--- src/rtl/frame_sync_source_mux.sv ---
// Frame-synchronous selector for NUM_SRC RGB video sources feeding the VGA colour inputs.
// A debounced selector change is committed only on frame_start, optionally followed by black frames.
module frame_sync_source_mux #(
   parameter int NUM_SRC       = 8,
   parameter int COLOR_W       = 8,
   parameter int SEL_W         = $clog2(NUM_SRC),
   parameter int STABLE_CYCLES = 16,
   parameter int BLANK_FRAMES  = 1,
   parameter int INIT_SEL      = 0
) (
   input  logic                           clk,
   input  logic                           rst,
   input  logic [NUM_SRC*3*COLOR_W-1:0]   src_rgb,
   input  logic [SEL_W-1:0]               sel_req,
   input  logic                           frame_start,
   output logic [3*COLOR_W-1:0]           out_rgb,
   output logic [SEL_W-1:0]               active_sel,
   output logic                           switching,
   output logic [1:0]                     dbg_state
);

   localparam int PIX_W = 3 * COLOR_W;
   localparam int CNT_W = $clog2(STABLE_CYCLES + 1);

   localparam logic [CNT_W-1:0] CNT_MAX    = CNT_W'(STABLE_CYCLES);
   localparam logic [CNT_W-1:0] CNT_LAST   = CNT_W'(STABLE_CYCLES - 1);
   localparam logic [SEL_W:0]   SEL_RANGE  = (SEL_W + 1)'(NUM_SRC);
   localparam logic [SEL_W-1:0] INIT       = SEL_W'(INIT_SEL);
   localparam logic [3:0]       BLANK_INIT = 4'(BLANK_FRAMES);

   // Handshake-free block: frame_start is a single-cycle strobe, sampled on the
   // rising clk edge; sel_req is level-sampled every cycle with no acknowledge.

   typedef enum logic [1:0] {
      SHOW       = 2'd0,
      WAIT_FRAME = 2'd1,
      BLANK      = 2'd2
   } state_t;

   state_t             state_q;
   logic [SEL_W-1:0]   sel_prev_q;
   logic [CNT_W-1:0]   cnt_q,        cnt_d;
   logic [SEL_W-1:0]   stable_sel_q, stable_sel_d;
   logic [SEL_W-1:0]   active_sel_q;
   logic [SEL_W-1:0]   pending_sel_q;
   logic [3:0]         frame_cnt_q;
   logic [PIX_W-1:0]   out_rgb_q;
   logic               sel_in_range;

   assign sel_in_range = ({1'b0, sel_req} < SEL_RANGE);

   // Counter value k-1 marks the k-th consecutive equal in-range sample.
   always_comb begin
      cnt_d        = cnt_q;
      stable_sel_d = stable_sel_q;
      if ((sel_req != sel_prev_q) || !sel_in_range) begin
         cnt_d = '0;
      end else if (cnt_q != CNT_MAX) begin
         cnt_d = cnt_q + 1'b1;
      end
      if (sel_in_range && (cnt_d == CNT_LAST)) begin
         stable_sel_d = sel_req;
      end
   end

   always_ff @(posedge clk or posedge rst) begin
      if (rst) begin
         sel_prev_q   <= INIT;
         cnt_q        <= '0;
         stable_sel_q <= INIT;
      end else begin
         sel_prev_q   <= sel_req;
         cnt_q        <= cnt_d;
         stable_sel_q <= stable_sel_d;
      end
   end

   always_ff @(posedge clk or posedge rst) begin
      if (rst) begin
         state_q       <= SHOW;
         active_sel_q  <= INIT;
         pending_sel_q <= INIT;
         frame_cnt_q   <= '0;
         out_rgb_q     <= '0;
      end else begin
         // Output uses the pre-edge state and selection, giving one clk of latency.
         out_rgb_q <= (state_q == BLANK) ? '0
                                         : src_rgb[PIX_W*int'(active_sel_q) +: PIX_W];
         case (state_q)
            SHOW: begin
               if (stable_sel_q != active_sel_q) begin
                  pending_sel_q <= stable_sel_q;
                  state_q       <= WAIT_FRAME;
               end
            end
            WAIT_FRAME: begin
               pending_sel_q <= stable_sel_q;
               if (stable_sel_q == active_sel_q) begin
                  state_q <= SHOW;
               end else if (frame_start) begin
                  active_sel_q <= pending_sel_q;
                  if (BLANK_FRAMES == 0) begin
                     state_q <= SHOW;
                  end else begin
                     frame_cnt_q <= BLANK_INIT;
                     state_q     <= BLANK;
                  end
               end
            end
            BLANK: begin
               if (frame_start) begin
                  if (frame_cnt_q <= 4'd1) begin
                     frame_cnt_q <= '0;
                     state_q     <= SHOW;
                  end else begin
                     frame_cnt_q <= frame_cnt_q - 4'd1;
                  end
               end
            end
            default: state_q <= SHOW;
         endcase
      end
   end

   assign out_rgb    = out_rgb_q;
   assign active_sel = active_sel_q;
   assign switching  = (state_q != SHOW);
   assign dbg_state  = state_q;

endmodule

--- config.mk ---
export PLATFORM = sky130hd
export DESIGN_NAME = frame_sync_source_mux
export DESIGN_NICKNAME = d
export VERILOG_FILES = /design/src/rtl/frame_sync_source_mux.sv
export SDC_FILE = /design/constraint.sdc
export NUM_CORES = 1
export LEC_CHECK = 0
export ABC_AREA = 1
export ABC_CLOCK_PERIOD_IN_PS = 3200
export BUFFER_PORTS_ARGS = -buffer_cell sky130_fd_sc_hd__buf_4
export CAP_MARGIN = 20
export CORE_UTILIZATION = 46
export CTS_CLUSTER_DIAMETER = 30
export CTS_CLUSTER_SIZE = 30
export DETAILED_ROUTE_END_ITERATION = 6
export GPL_ROUTABILITY_DRIVEN = 0
export PLACE_DENSITY = 0.95
export SETUP_SLACK_MARGIN = 0.5
export SLEW_MARGIN = 15
export SYNTH_ARGS = -nofsm -noshare
export SYNTH_HDL_FRONTEND = slang
export SYNTH_SLANG_ARGS = --single-unit
--- constraint.sdc ---
create_clock -name clk -period 3.2 [get_ports clk]
set_input_delay 0.16 -clock clk [delete_from_list [all_inputs] [get_ports clk]]
set_output_delay 0.16 -clock clk [all_outputs]
set_load 0.02 [all_outputs]
==> results of run 1 <==
-- per-stage QoR --
| stage | hold WS (ns) | cell area, um2 |
|---|---|---|
| 2_1_floorplan | 0.191 | 3460 |
| 3_3_place_gp | 0.297 | 5080 |
| 3_5_place_dp | 0.301 | 5080 |
| 4_1_cts | 0.114 | 5230 |
| 5_1_grt | 0.185 | 5260 |
| 6_report | 0.194 | 5260 |
-- power groups by stage --
stage / logic (mW) / registers [mW] / clock network, mW
after floorplan: 1.59 / 1.15 / 0
after global placement: 2.44 / 0.948 / 0
after detailed placement: 2.54 / 0.958 / 0
after CTS: 2.55 / 0.948 / 0.448
after global routing: 2.84 / 0.969 / 0.470
final: 2.56 / 0.950 / 0.439
-- worst paths after layout --
kind	startpoint	to	slack [ns]	cells after the start
worst min-delay path	frame_start	frame_cnt_q[2]$_DFFE_PP0P_	0.19	3
max in group asynchronous	rst	active_sel[0]$_DFFE_PP0P_	2.27	4
worst min register to register	pending_sel_q[0]$_DFFE_PP0P_	active_sel[0]$_DFFE_PP0P_	0.50	2
worst max register to register	active_sel[0]$_DFFE_PP0P_	dbg_state[1]$_DFFE_PP0P_	1.07	10
worst max-delay path	active_sel[0]$_DFFE_PP0P_	dbg_state[1]$_DFFE_PP0P_	1.07	10
min in group asynchronous	rst	out_rgb[19]$_DFF_PP0_	0.42	3
-- critical path: stages (launching register included) --
cell	delay, ns
dfrtp_2	0.41
buf_4	0.68
nand2_1	0.14
nand2_1	0.15
nand3_2	0.11
nand2_2	0.13
nand2_2	0.09
nand2_1	0.08
nand2_1	0.05
nand2_1	0.06
nand2_1	0.05
-- cells in the final DEF, fill, tap and decap left out --
cell,n
a21oi_1,3
buf_12,1
buf_4,230
bufinv_16,1
clkbuf_8,5
clkinv_2,1
clkinv_4,1
dfrtp_1,46
dfrtp_2,1
dlygate4sd3_1,4
ha_1,4
inv_1,17
inv_2,3
inv_6,1
nand2_1,31
nand2_2,3
nand2_4,1
nand3_1,8
nand3_2,2
nand3b_1,1
nand4_1,1
nor2_1,155
nor2_4,2
nor3_2,1
nor3_4,1
o211ai_1,1
o21ai_0,95
o21ai_1,33
o21ai_2,1
o22ai_1,48
or2_1,1
or2_2,1
xnor2_1,4
xnor2_2,1
xor2_1,4
-- layout make-up --
cell class	count	area [um2]	share of cell area
clock inverters	3	43.8	0.00833
multi-input cells	402	1970	0.375
flip-flops and latches	47	1180	0.224
repair buffers	235	1790	0.340
well taps	99	124	0.0236
inverters	21	83.8	0.0159
clock buffers	5	68.8	0.0131
-- logic make-up after synthesis --
kind of cell	after synthesis	synth area share
AO/OA/AOI/OAI	181	0.281
adder cells (fa/ha/maj)	4	0.0145
AND/OR/NAND/NOR	208	0.249
buffers and inverters	59	0.0907
XOR/XNOR	9	0.0249
flip-flops	47	0.340
-- sequential cells by signal, summed over array words and instances (netlist names) --
register and flops:
active_sel 3, cnt_q 5, dbg_state 2, frame_cnt_q 4, out_rgb 24, pending_sel_q 3, sel_prev_q 3, stable_sel_q 3
-- repair_timing --
item | CTS | global route
resized for setup | 0 | 0
hold endpoints to repair | 3 | 19
hold buffers | 3 | 1
-- metal layers --
metal  track usage  up-vias  wire length, um
li1              -     2126                -
met1         0.326     2073             4370
met2         0.578      195             6610
met3        0.0858       35              926
met4         0.126        0              347
met5             0        -                0
==> Flow_metrics.wiki, run 1 <==
{| class="wikitable"
! Metric !! Value
|-
| Outcome || finished clean
|-
| Top-Level Pins || 228
|-
| Area growth from synthesis to layout || 51.8%
|-
| Post-CTS setup buffers || 0
|-
| Inserted Clock Buffers || 5
|-
| Power share of the combinational group || 0.648
|-
| Cell types with the largest area share after synthesis || dfrtp_1 (34%), nor2_1 (17%), o21ai_0 (14%), o22ai_1 (8.7%), o21ai_1 (4.8%)
|-
| Synth Cell Area || between 3000 and 4000 um2
|-
| Startpoint kind of the worst setup timing path || flip-flop
|-
| Flop and latch count out of synthesis || between 40 and 50
|-
| Root Buffer Master || clkbuf_8
|-
| Dominant cell by count in the synthesized netlist || nor2_1
|-
| Worst endpoint data arrival time || ~2.3 ns
|-
| # rows || 31
|-
| Die span in y || roughly 89 um
|-
| Core area || slightly above 7000 um2
|-
| Minimum clock period || roughly 2.1 ns
|-
| Part of the Yosys area used for sequential elements || 0.340
|-
| Final number of setup-violating endpoints || 0
|-
| Number of nets in the layout || 914
|-
| Count of antenna-violating nets left after detailed routing || 0
|-
| CP required || 3.40 ns
|-
| Total number of vias || about 4.4k
|-
| Fraction of power consumed by sequential logic || 0.241
|-
| Hold violation count in the final report || 0
|-
| Router iterations before antenna repair || 5
|-
| Total routing resource utilization after global routing || 0.310
|-
| Worst-margin pin slew || 0.891 ns
|-
| Total power density per cell area || ~750 nW/um2
|-
| PnR Total Power || ~4 mW
|-
| Warnings, synthesis || 0
|-
| Count of input and output buffers || roughly 230
|-
| Clock tree from TritonCTS || yes
|-
| Maximum buffer depth of the clock tree || 2
|-
| Placed instance count || ~800
|-
| Post-detailed-route wirelength per cell || roughly 15 um
|-
| Most area-hungry cell type in the Yosys netlist || dfrtp_1
|-
| Number of antenna violations at the first check in global routing || 0
|-
| Number of diodes added for antenna fixing || 0
|-
| Detailed Route WL || roughly 12000 um
|-
| Final clock skew || 0.00622 ns
|-
| Post-layout instance count excluding filler cells || about 810
|-
| DRT iter0 DRCs || 210
|-
| Clock insertion delay at the later pin of the skew report || between 0.3 and 0.4 ns
|-
| DRC violation count after routing || 0
|-
| Syn Nets || a little over 700
|-
| Starting utilization of the core area || 0.477
|-
| GRT overflow || 0
|-
| Maximum clock frequency || 0.470 GHz
|-
| Synthesized area per cell || about 7 um2
|-
| Fill cell count || 575
|-
| Post-placement setup slack || around 1.1 ns
|-
| Final design utilization || 0.725
|-
| Kind of critical path || flip-flop to flip-flop
|-
| Type of the most critical hold path || input port to flip-flop
|-
| HPWL after detailed placement || between 8000 and 9000 um
|-
| Net switching power of the design || about 1.9 mW
|-
| Die ar. || 7880 um2
|-
| Leakage power || 2.55 nW
|-
| Max-slew headroom || 0.406
|-
| Internal Pwr Total || 2.03 mW
|-
| Commonest register cell after synthesis || dfrtp_1
|-
| Instance count of the mapped netlist || a little over 500
|-
| Via count of the first global-routing pass || about 4.3k
|-
| Worst voltage drop across the vdd grid || ~430 uV
|-
| Distinct cells, synth || 32
|-
| Final-layout setup total negative slack || 0 ns
|-
| Total number of H-tree levels || 2
|-
| Portion of synthesized cell area occupied by the leading cell type || 0.340
|-
| EDFF count, synth || 0
|-
| Vias per cell || 5.45
|-
| Critical-path maximum fanout || 98
|-
| CP endpoint kind || flip-flop
|-
| Fin. max-slew vios || 0
|-
| Largest net degree at the start of global routing || 99
|-
| CTS sink cnt || 47
|-
| Worst setup slack after layout || 1.07 ns
|-
| Fraction of synthesis flops using an asynchronous set or reset pin || 1.00
|-
| Layout cell share with drive strength beyond 1 || 0.360
|-
| First-pass GRT wire length || 18800 um
|-
| Fraction of the cycle the final worst path needs || 0.665
|-
| Horizontal die dimension || around 89 um
|-
| Clock-pin slew on the worst setup and hold paths || 0.09 ns
|-
| Most numerous cell types in the synthesized netlist || nor2_1 (155), o21ai_0 (95), o22ai_1 (48)
|-
| Setup repair after global routing missed its margin || false
|-
| Max_cap viols || 0
|-
| Switching fraction of total power || 0.486
|-
| Part of the power in the clock network || 0.111
|}
Power figures use the tool's default switching activity.
==> inputs of run 2 (changes only) <==
Settings changed: ABC_CLOCK_PERIOD_IN_PS 3200 to 2250, CORE_UTILIZATION 46 to 43, PLACE_DENSITY 0.95 to 0.91.
Clock period 3.2 ns to 2.25 ns, I/O delays scaled along.
==> run 2 against run 1 <==
  * Total power up 48%
  * Non-clock buffer count up 3
  * Highest routed layer unchanged
  * Via count is 1.6% higher
  * Critical endpoint is now out_rgb[8]$_DFF_PP0_
  * Cell count up 0.74%
  * Sequential share of layout area down 0.31 points
==> Flow_metrics.wiki, run 2 (synthesis gave the netlist of run 1 again) <==
{| class="wikitable"
! Metric !! Value
|-
| Outcome || finished clean
|-
| Die ar. || between 8000 and 9000 um2
|-
| Cell Chain, Critical Path || clkinv_2 > buf_4 > o21ai_0 > o22ai_1 > o21ai_0 > nor2_1
|-
| CP required || around 2.4 ns
|-
| DRC violation count after routing || 0
|-
| Flip-flop count of the largest register, all copies and words added || 24
|-
| Slowest Stage Delay on Critical Path || 0.39 ns
|-
| Clock insertion delay at the later pin of the skew report || ~0.31 ns
|-
| Die span in y || approximately 90 um
|-
| Top-Level Pins || around 230
|-
| Total routing resource utilization after global routing || 0.294
|-
| Final clock skew || ~0.0095 ns
|-
| Count of input and output buffers || around 230
|-
| Total number of vias || around 4.5k
|-
| Fill cell count || roughly 650
|-
| Worst-path cell with the longest stage delay || dfrtp_1
|-
| Number of diodes added for antenna fixing || 0
|-
| Worst endpoint data arrival time || about 1.9 ns
|-
| Clock-pin slew on the worst setup and hold paths || ~0.1 ns
|-
| Fraction of the cycle the final worst path needs || 0.755
|-
| Area growth from synthesis to layout || 54.0%
|-
| Kind of critical path || flip-flop to flip-flop
|-
| Total power density per cell area || ~1100 nW/um2
|-
| Setup repair after global routing missed its margin || true
|-
| Most frequent CP cell || o21ai_0
|-
| Minimum clock period || between 1.5 and 2 ns
|-
| Router iterations before antenna repair || 5
|-
| Final number of setup-violating endpoints || 0
|-
| Fin. max-slew vios || 0
|-
| Startpoint kind of the worst setup timing path || flip-flop
|-
| Root Buffer Master || clkbuf_8
|-
| Number of antenna violations at the first check in global routing || 0
|-
| Count of antenna-violating nets left after detailed routing || 0
|-
| HPWL after detailed placement || approximately 9400 um
|-
| Number of nets in the layout || between 900 and 1k
|-
| Core area || approximately 7800 um2
|-
| CTS sink cnt || between 40 and 50
|-
| Most common library cell in the layout ignoring fill and taps || buf_4
|-
| # rows || 32
|-
| Largest net degree at the start of global routing || slightly below 100
|-
| Total number of H-tree levels || 2
|-
| Cell family with the largest share of critical-path delay || buffers and inverters
|-
| Layout cell share with drive strength beyond 1 || 0.363
|-
| Max-slew headroom || 0.481
|-
| Clock tree from TritonCTS || yes
|-
| Detailed Route WL || approximately 13000 um
|-
| Maximum buffer depth of the clock tree || 2
|-
| First-pass GRT wire length || ~20000 um
|-
| Inserted Clock Buffers || 5
|-
| Maximum clock frequency || between 0.5 and 0.6 GHz
|-
| Via count of the first global-routing pass || around 4.4k
|-
| Worst voltage drop across the vdd grid || between 500 and 600 uV
|-
| CP endpoint kind || flip-flop
|-
| DRT iter0 DRCs || about 220
|-
| Leakage power || roughly 2.6 nW
|-
| Final-layout setup total negative slack || 0 ns
|-
| GRT overflow || 0
|-
| Horizontal die dimension || approximately 92 um
|-
| Max_cap viols || 0
|-
| Worst-margin pin slew || about 0.78 ns
|-
| Critical-path maximum fanout || 29
|-
| Starting utilization of the core area || 0.446
|-
| Buffer and inverter count on the worst path || 2
|-
| Vias per cell || roughly 5.5
|-
| Post-detailed-route wirelength per cell || ~16 um
|-
| Smallest hold slack || 0.126 ns
|-
| Commonest cells after routing, fill and taps aside || buf_4 (230), nor2_1 (155), o21ai_0 (95)
|-
| Hold violation count in the final report || 0
|-
| Type of the most critical hold path || input port to flip-flop
|}
[run 2: what timing repair did]
action                     4_1_cts  5_1_grt
setup endpoints to repair        0        5
hold endpoints to repair        33        0
hold buffers                     4        0
buffers inserted                 0        0
resized for setup                0        4
[run 2: worst register-to-register path, delay by kind of cell (launching register included)]
family,cells,cell delay [ns]
buffers and inverters,2,0.68
AOI/OAI and AO/OA,3,0.44
DFF,1,0.39
and+or+nand+nor,1,0.07
[run 2: layout make-up]
class,count,area [um2],area share
flip-flops and latches,47,1180,0.221
multi-input cells,402,1970,0.370
repair buffers,238,1850,0.347
clock inverters,3,46.3,0.00869
well taps,102,128,0.0239
inverters,21,87.6,0.0164
clock buffers,5,68.8,0.0129
[run 2: final timing paths]
kind / from / endpoint / slack, ns / cells after the start
max: active_sel[1]$_DFFE_PP0P_ / out_rgb[8]$_DFF_PP0_ / 0.55 / 6
min: frame_start / frame_cnt_q[2]$_DFFE_PP0P_ / 0.13 / 3
max reg2reg: active_sel[1]$_DFFE_PP0P_ / out_rgb[8]$_DFF_PP0_ / 0.55 / 6
min reg2reg: pending_sel_q[2]$_DFFE_PP0P_ / active_sel[2]$_DFFE_PP0P_ / 0.51 / 2
max in group asynchronous: rst / out_rgb[12]$_DFF_PP0_ / 1.10 / 4
min in group asynchronous: rst / cnt_q[2]$_DFF_PP0_ / 0.45 / 3
[run 2: per-layer routing]
metal,share of wire,GRT usage,wire (um)
met3,0.078,0.0738,1010
met4,0.040,0.121,518
met1,0.37,0.322,4790
met5,0,0,0
met2,0.51,0.539,6620
[run 2: power breakdown]
| group | total [mW] | switching (mW) | internal, mW |
|---|---|---|---|
| sequential | 1.34 | 0.175 | 1.16 |
| clock | 0.653 | 0.318 | 0.335 |
| combinational | 3.86 | 2.36 | 1.49 |
| total | 5.85 | 2.86 | 2.99 |
[run 2: stage by stage]
stage | std cells | cell area [um2] | utilization | setup WS [ns] | total power, mW
after floorplan | 508 | 3460 | - | 0.843 | 3.89
after global placement | 805 | 5130 | 0.661 | 0.688 | 4.90
after detailed placement | 805 | 5130 | 0.661 | 0.641 | 5.05
after CTS | 817 | 5290 | 0.681 | 0.609 | 5.72
after global routing | 818 | 5330 | 0.686 | 0.494 | 6.30
final | 818 | 5330 | 0.686 | 0.551 | 5.85
==> inputs of run 3 (changes only) <==
Settings changed: ABC_CLOCK_PERIOD_IN_PS 2250 to 1650.
Clock period 2.25 ns to 1.65 ns, I/O delays scaled along.
==> run 3 against run 2 <==
  * Routed wire length is 17% higher
  * Sequential power is 40% higher
  * Via count up 8.7%
  * Clock power up 22%
  * Total power grew 69%
  * Count of clock-buffer cells in the layout increased by 3
  * Design area up 17%
  * Sequential share of layout area is 3.1 points lower
  * Non-clock buffer count rose by 52
  * Largest power group unchanged
==> Flow_metrics.wiki, run 3 (synthesis gave the netlist of run 1 again) <==
{| class="wikitable"
! Metric !! Value
|-
| Outcome || finished clean
|-
| CP required || 1.86 ns
|-
| Total number of H-tree levels || 2
|-
| Maximum clock frequency || roughly 0.65 GHz
|-
| Maximum buffer depth of the clock tree || 2
|-
| Total number of vias || roughly 5k
|-
| DRC violation count after routing || 0
|-
| Fin. max-slew vios || 0
|-
| Clock insertion delay at the later pin of the skew report || 0.30 ns
|-
| Die ar. || 8410 um2
|-
| Clock tree from TritonCTS || yes
|-
| PnR Total Power || roughly 10 mW
|-
| Internal Pwr Total || approximately 5.2 mW
|-
| Final number of setup-violating endpoints || 0
|-
| Cell Chain, Critical Path || inv_4 > buf_4 > o21ai_0 > o22ai_1 > o21ai_1 > nor2_1
|-
| Worst-path cell with the longest stage delay || dfrtp_2
|-
| Top-Level Pins || between 200 and 250
|-
| Largest net degree at the start of global routing || 48
|-
| Router iterations before antenna repair || 5
|-
| Part of the power in the clock network || 0.080
|-
| Startpoint kind of the worst setup timing path || flip-flop
|-
| GRT overflow || 0
|-
| Origin of the critical flop-to-flop path || active_sel[1]$_DFFE_PP0P_
|-
| Final clock skew || roughly 0.0092 ns
|-
| Max_cap viols || 0
|-
| Count of input and output buffers || between 200 and 250
|-
| Number of diodes added for antenna fixing || 0
|-
| CTS sink cnt || 47
|-
| Final-layout setup total negative slack || 0 ns
|-
| CP endpoint kind || flip-flop
|-
| Most common library cell in the layout ignoring fill and taps || buf_4
|-
| Setup repair after global routing missed its margin || true
|-
| Count of antenna-violating nets left after detailed routing || 0
|-
| Clock-pin slew on the worst setup and hold paths || roughly 0.090 ns
|-
| Worst setup path startpoint || active_sel[1]$_DFFE_PP0P_
|-
| Slowest Stage Delay on Critical Path || 0.48 ns
|-
| Root Buffer Master || clkbuf_8
|-
| Detailed Route WL || 15100 um
|-
| DRT iter0 DRCs || ~290
|-
| Total power density per cell area || about 1600 nW/um2
|-
| Worst-margin pin slew || around 0.62 ns
|-
| Buffer and inverter count on the worst path || 2
|-
| Minimum clock period || between 1.5 and 2 ns
|-
| Die span in y || just over 90 um
|-
| Max-slew headroom || 0.583
|-
| Worst voltage drop across the vdd grid || roughly 730 uV
|-
| Area growth from synthesis to layout || 79.8%
|-
| Post-detailed-route wirelength per cell || roughly 17 um
|-
| Critical-path maximum fanout || 17
|-
| Starting utilization of the core area || 0.446
|-
| Via count of the first global-routing pass || between 4k and 5k
|-
| HPWL after detailed placement || ~9300 um
|-
| Worst endpoint data arrival time || around 1.8 ns
|-
| Net switching power of the design || 4.68 mW
|-
| Number of nets in the layout || 970
|-
| Start point of the worst min-delay path || sel_req[2]
|-
| Type of the most critical hold path || input port to flip-flop
|-
| # rows || 32
|-
| Fraction of power consumed by sequential logic || 0.189
|-
| Cell family with the largest share of critical-path delay || flip-flops
|-
| Layout cell share with drive strength beyond 1 || 0.485
|-
| Commonest cells after routing, fill and taps aside || buf_4 (261), nor2_1 (141), o21ai_1 (79)
|-
| Vias per cell || ~5.6
|-
| First-pass GRT wire length || 21600 um
|-
| Kind of critical path || flip-flop to flip-flop
|-
| Power share of the combinational group || 0.730
|-
| Inserted Clock Buffers || 5
|-
| Hold violation count in the final report || 0
|-
| Total routing resource utilization after global routing || 0.324
|-
| Flip-flop count of the largest register, all copies and words added || 24
|-
| Fraction of the cycle the final worst path needs || 0.928
|-
| Switching fraction of total power || 0.474
|-
| Leakage power || slightly below 3 nW
|-
| Horizontal die dimension || around 92 um
|-
| Core area || 7770 um2
|-
| Number of antenna violations at the first check in global routing || 0
|}
[run 3: cell count changes in the layout (fill, tap and decap cells not counted), sizes merged]
cell    previous run  this run
bufinv             1         0
bufbuf             0         1
buf              233       283
clkinv             1         0
clkbuf             6        10
[run 3: power by group through the flow]
stage / sequential [mW] / clock [mW] / combinational, mW
after floorplan: 2.24 / 0 / 3.16
after global placement: 1.82 / 0 / 5.07
after detailed placement: 1.84 / 0 / 5.23
after CTS: 1.85 / 0.794 / 6.18
after global routing: 1.91 / 0.827 / 7.72
final: 1.87 / 0.794 / 7.22
[run 3: worst min-delay path, cell delays in order]
cell and delay (ns):
buf_4 0.11, nand3_1 0.09, nand2_1 0.06
[run 3: final timing paths]
check / end / slack [ns] / cells past startpoint
worst max register to register: out_rgb[21]$_DFF_PP0_ / 0.12 / 6
min in group asynchronous: cnt_q[0]$_DFF_PP0_ / 0.52 / 4
worst min register to register: active_sel[2]$_DFFE_PP0P_ / 0.52 / 2
max in group asynchronous: active_sel[1]$_DFFE_PP0P_ / 0.67 / 4
worst max-delay path: out_rgb[21]$_DFF_PP0_ / 0.12 / 6
worst min-delay path: stable_sel_q[2]$_DFFE_PP0N_ / 0.08 / 3
[run 3: metrics by stage]
stage	cell area, um2	util	setup WS, ns	hold WS [ns]	cells
after detailed placement	5240	0.675	0.166	0.221	817
after global routing	6220	0.801	0.00450	0.0807	871
after floorplan	3510	-	0.304	0.106	508
final	6220	0.801	0.118	0.0835	871
after CTS	5830	0.751	0.267	0.0487	855
after global placement	5240	0.675	0.230	0.221	817
[run 3: repair_timing]
item / in CTS / in global routing
endpoints found under the hold margin: 48 / 0
pin swaps: 22 / 35
endpoints found under the setup margin: 44 / 48
cloned: 4 / 2
hold buffers: 4 / 0
gates resized for setup: 81 / 69
setup buffers: 22 / 14
[run 3: layout make-up]
cell class	count	area, um2
tap	102	128
multi-input combinational	402	2290
fill	520	1540
timing repair inverter	1	11.3
sequential	47	1180
inverter	21	95.1
clock buffer	8	100
timing repair buffer	290	2410
[run 3: layer usage]
layer / wire length [um] / global-route usage / vias up
met5: 0 / 0 / -
met4: 593 / 0.124 / 0
met3: 1190 / 0.0638 / 58
met2: 7800 / 0.599 / 310
met1: 5550 / 0.367 / 2274
li1: - / - / 2251
